[src/rtl/mod_n_event_fsm.sv]
// Moore modulo-N event counter: level/edge event qualification, up/down, clear and wrap pulse.
// Optional saturating wrap counter on wrap_cnt when WRAP_CNT_EN is defined.
module mod_n_event_fsm #(
    parameter int N   = 3,
    parameter int HIT = N - 1,
    parameter int W   = (N > 2) ? $clog2(N) : 1
) (
    input  logic         clk,
    input  logic         rst,
    input  logic         en,
    input  logic         in,
    input  logic         mode,
    input  logic         dir,
    input  logic         clr,
    output logic [W-1:0] state,
    output logic         out,
    output logic         wrap,
    output logic [7:0]   wrap_cnt
);

    localparam logic [W-1:0] LAST  = W'(N - 1);
    localparam logic [W-1:0] HIT_S = W'(HIT);
    localparam logic [W:0]   N_EXT = (W + 1)'(N);

    logic         in_q;
    logic         ev;
    logic         adv;
    logic         illegal;
    logic         wrap_nx;
    logic [W-1:0] state_nx;

    always_ff @(posedge clk) begin
        if (rst) begin
            state <= '0;
            in_q  <= 1'b0;
            wrap  <= 1'b0;
        end else begin
            state <= state_nx;
            in_q  <= in;
            wrap  <= wrap_nx;
        end
    end

    // Out-of-range state recovers to 0 ahead of every other input.
    always_comb begin
        ev       = mode ? (in & ~in_q) : in;
        adv      = en & ev;
        illegal  = ({1'b0, state} >= N_EXT);
        state_nx = state;
        wrap_nx  = 1'b0;
        if (illegal || clr) begin
            state_nx = '0;
        end else if (adv && dir) begin
            wrap_nx  = (state == LAST);
            state_nx = (state == LAST) ? '0 : state + 1'b1;
        end else if (adv) begin
            wrap_nx  = (state == '0);
            state_nx = (state == '0) ? LAST : state - 1'b1;
        end
    end

    always_comb begin
        out = (state == HIT_S);
    end

`ifdef WRAP_CNT_EN
    logic [7:0] cnt_q;

    // Counts on the same edge that registers the wrap pulse.
    always_ff @(posedge clk) begin
        if (rst || clr) begin
            cnt_q <= 8'd0;
        end else if (wrap_nx && (cnt_q != 8'hFF)) begin
            cnt_q <= cnt_q + 8'd1;
        end
    end

    assign wrap_cnt = cnt_q;
`else
    assign wrap_cnt = 8'd0;
`endif

endmodule

[config.mk]
export PLATFORM = sky130hd
export DESIGN_NAME = mod_n_event_fsm
export DESIGN_NICKNAME = d
export VERILOG_FILES = /design/src/rtl/mod_n_event_fsm.sv
export SDC_FILE = /design/constraint.sdc
export NUM_CORES = 1
export LEC_CHECK = 0
export ABC_AREA = 1
export ABC_CLOCK_PERIOD_IN_PS = 1500
export CAP_MARGIN = 20
export CORE_AREA = 2 2 39 41
export CTS_CLUSTER_DIAMETER = 80
export DETAILED_ROUTE_END_ITERATION = 6
export DIE_AREA = 0 0 41 43
export PLACE_DENSITY = 0.56
export SLEW_MARGIN = 20
export SYNTH_ARGS = -nofsm -noshare
export SYNTH_HDL_FRONTEND = slang
export SYNTH_SLANG_ARGS = --single-unit
[constraint.sdc]
create_clock -name clk -period 1.5 [get_ports clk]
set_input_delay 0.3 -clock clk [delete_from_list [all_inputs] [get_ports clk]]
set_output_delay 0.3 -clock clk [all_outputs]
set_load 0.1 [all_outputs]
Yosys cells after proc, flatten, opt, wreduce, memory -nomap -nowiden
Cells that the tools add are included.

storage, ports and cells
  bits in registers = 4
  input port bits = 7
  word-level logic and storage cells = 22

operators by class
  add/subtract/negate cells = 2
  $lt $le $gt $ge = 1
  eq/ne operators = 1
  multiplexer cells = 7
  bitwise operators = 3
  reductions and logical operators = 5

operators with widths
  operator               number
  $mux W2                4
  $mux W1                3
  $add A2 B1 Y2 const B  1
  $and A1 B1 Y1          2
  $eq A2 B2 Y1 const B   1
  $ge A2 B2 Y1 const B   1
  $logic_not A2 Y1       1
  $reduce_bool A2 Y1     1
  $reduce_or A2 Y1       1
  $sub A2 B1 Y2 const B  1
  $logic_and A1 B1 Y1    1
  $logic_or A1 B1 Y1     1
  $not A1 Y1             1

Logic depth before layout (Yosys ltp)
Gate-level depths: netlist of run 1.

  depth in word-level cells = 6
  gate-level depth with buffers = 6
  gate-level depth less buffers = 6

Worst setup path after synthesis of run 1
OpenSTA, ideal clock, no wires.

  path type = register to register
  from = register state[1]
  to = register state[0]
  setup time = 64 ps
  data arrival time = 2301 ps
  required time = 1436 ps
  path slack = -865 ps
  cell stages (with the launch flop) = 6
  path through = dfxtp_1 ha_1 inv_1 o21ai_0 nor2_1 nor2_1

RTL lines
  what                    RTL line  text
  start, declared         15        output logic [W-1:0] state,
  start signal, assigned  38        state <= state_nx;
  $eq A2 B2 Y1            -
  via out                 16        output logic out,
  $mux W2                 55        state_nx = (state == LAST) ? '0 : state + 1'b1;
  $mux W2                 53        end else if (adv && dir) begin

The timed path passes the listed nets, and every way through them passes these cells. The select of a mux whose other input is x is not followed.
A chain may end at the register's enable or synchronous reset.

Final worst setup path of run 1
  from = register state[0]
  to = output out

on the way
  longest elaborated chain between the ends = 1

RTL lines
  what           RTL line  text
  $eq A2 B2 Y1   63        out = (state == HIT_S);
  end, declared  16

No other way between the ends.

==> summary.txt, run 1 <==
Setup path
  – Cell family contributing the most delay on the critical path: flip-flops
  – CP bufs+invs: 2
  – Crit start category: flip-flop
  – Crit-path slowest cell: dfxtp_4
  – Critical Path Fanout Max: 4
  – Critical R2R Launch: state[0]
  – Crit Path Category: reg2out
  – Cell depth of the worst setup path: 3
  – Slowest stage delay, CP: 0.36 ns
  – Reg2Reg Depth: 5
  – R2R Path End: state[1]
  – Crit. End Element: primary output
  – Worst Path Required: 1.20 ns
  – R2R setup slack: 0.35 ns
  – Arr. time, crit path: ~1.1 ns
  – Crit-path cells: inv_1, ha_4, buf_12

Drt
  – Antenna viol nets, final: 0
  – Drt pass-1 iters: 1
  – Initial DRC Count: 0
  – Residual DRC: 0
  – DR WL/cell: 7.446 um
  – DR vias: about 270
  – Wirelength, routed: 551 um
  – Via density: approximately 3.6

Floorplanning
  – Core Box Area: about 0.0014 sq mm
  – # IOs: 19
  – Rows: 14
  – DIE HEIGHT: 43 um
  – Die width: 41 um
  – Area of the die: 0.001763 sq mm
  – Initial Util: 22.51%

STA
  – Final setup TNS: 0 ns
  – Worst setup slack after layout: ~0.12 ns
  – Final hold vios: 0
  – Post-route minimum period: 1.385 ns
  – Final setup fails: 0
  – Skew final: 0.0005531 ns
  – Final period utilization: 92.33%
  – Final hold slack: 0.6014 ns
  – Max-slew violations: 0
  – RSZ-0062 raised after global routing: no
  – Achievable clock frequency: 722.0 MHz

Global routing
  – Total gr overflow: 0
  – Initial antenna violation count: 0
  – Vias in the first global route: between 200 and 300
  – Largest net degree at the start of global routing: 7
  – First-pass GRT wire length: 1014 um
  – GR Util All Layers: under 10%

Finish
  – Finished Layout Cells: 74
  – Final Core Density: 34.81%
  – Diode count: 0
  – Sequential standard cell area: between 80 and 90 sq um
  – Number of nets in the layout: 70
  – Area grow syn2layout: 54.62%
  – Share of cells above drive strength 1: 20.69%
  – Multi-input logic area: between 150 and 200 sq um
  – Final instance area: roughly 480 sq um
  – Fillers: 152

Worst hold path
  – Hold crit path type: reg2reg
  – Number of cells on the worst hold path: 4
  – Hold Crit Start: in_q
  – Hold Path End: state[1]

Logic synthesis
  – Share of the synthesized area in the top cell type: 25.70%
  – Cell taking the most area after synthesis: dfxtp_1
  – Cell count after synthesis: 45
  – Register area share after synthesis: 25.70%
  – Main area contributors after synthesis: dfxtp_1, buf_4, ha_1
  – Unique masters post-synth: 11
  – Synthesized flop and latch total: 4
  – Avg Cell Area, Syn: ~6.9 sq um
  – Ys Warns: 0
  – Cell area after synthesis: 311.5 sq um

Clock tree
  – Hold_buf cts: 0
  – Worst-path clk slew: 0.04 ns
  – Post-CTS resize count: 0
  – CTS root buffer: clkbuf_4
  – TritonCTS Buffers: 3
  – Setup Buffers After CTS: 0
  – Clock latency on the worst-skew pair: 0.24 ns
  – CTS max path bufs: 2
  – H-tree levels: 1
  – CTS tree: done
  – Clock sink count: 4

Place
  – Pre-CTS WS: 0.2487 ns
  – PortBufs: 10
  – Gpl congestion: 0.7160
  – Final HPWL DP: 454.1 um
  – Placed Instances: 70
  – Post-DP Area: 455.4 sq um

Power and ir drop
  – Max VDD drop: 322.4 uV
  – Cell Pwr Density: 901.5 mW/mm^2
  – Pwr Total: ~0.43 mW
  – Leakage: 0.2440 nW

Outcome
  – Status: completed

Run
  – Max Cap Viol: 0
report_power, final:
group / switching (mW) / total, mW / internal (mW) / leakage, nW
Sequential: 0.00408 / 0.114 / 0.110 / 0.0339
Clock: 0.0533 / 0.154 / 0.100 / 0.0150
Combinational: 0.131 / 0.167 / 0.0359 / 0.195
layout by cell type, fill, tap and decap left out:
master	n
a21oi_1	1
buf_12	4
clkbuf_1	1
clkbuf_4	3
clkdlybuf4s50_1	6
conb_1	8
dfxtp_1	2
dfxtp_2	1
dfxtp_4	1
ha_1	3
ha_4	1
inv_1	7
nand2_1	9
nand2_2	1
nor2_1	7
nor3_2	1
o21ai_0	2
cell type report:
class	count	share of cell area, %
well taps	16	4.156
clock buffers	4	5.455
repair buffers	10	29.09
inverters	7	5.455
flip-flops and latches	4	17.66
multi-input cells	33	38.18
Yosys cell counts, drive strengths merged:
cell type	n
a21oi	1
buf	8
conb	1
dfxtp	4
ha	4
inv	7
nand2	10
nor2	7
nor3	1
o21ai	2
registers in the layout, summed over array words and instances, names as in the netlist:
register / flops
wrap: 1
state: 2
in_q: 1
layer usage:
layer  vias to the layer above  GRT usage, %  wire, um
met1                       116         9.295       217
met4                         0         8.000        13
met3                         2         4.712        39
met5                         -             0         0
li1                        141             -         -
met2                         9         12.50       280
how the worst max path moves through the flow:
stage                   from  endpoint
detailed placement       dir  state[0]
global route        state[0]       out
CTS                 state[0]       out
finish              state[0]       out
global placement         dir  state[1]
floorplan           state[1]  state[0]
worst reg2reg max path, cell delays in order, from the launching register on:
cell	delay (ns)
dfxtp_4	0.37
inv_1	0.10
ha_1	0.29
o21ai_0	0.15
nor2_1	0.06
nor2_1	0.10
kinds of logic after synthesis:
| kind of cell | Yosys count | share of synthesized area, % |
|---|---|---|
| other cells | 1 | 1.204 |
| buf+inv | 15 | 27.71 |
| compound gates | 3 | 4.818 |
| simple gates | 18 | 24.50 |
| fa+ha+maj | 4 | 16.06 |
| flops | 4 | 25.70 |
No activity file was read; power rests on OpenSTA's default activity.
==> run 2: changes to the inputs <==
--- a/config.mk
+++ b/config.mk
@@ -10,6 +10,7 @@
 export CAP_MARGIN = 20
 export CORE_AREA = 2 2 39 41
 export CTS_CLUSTER_DIAMETER = 80
+export CTS_CLUSTER_SIZE = 10
 export DETAILED_ROUTE_END_ITERATION = 6
 export DIE_AREA = 0 0 41 43
 export PLACE_DENSITY = 0.56
==> results of run 2 <==
The final DEF is identical to that of run 1; final timing and power are the same.
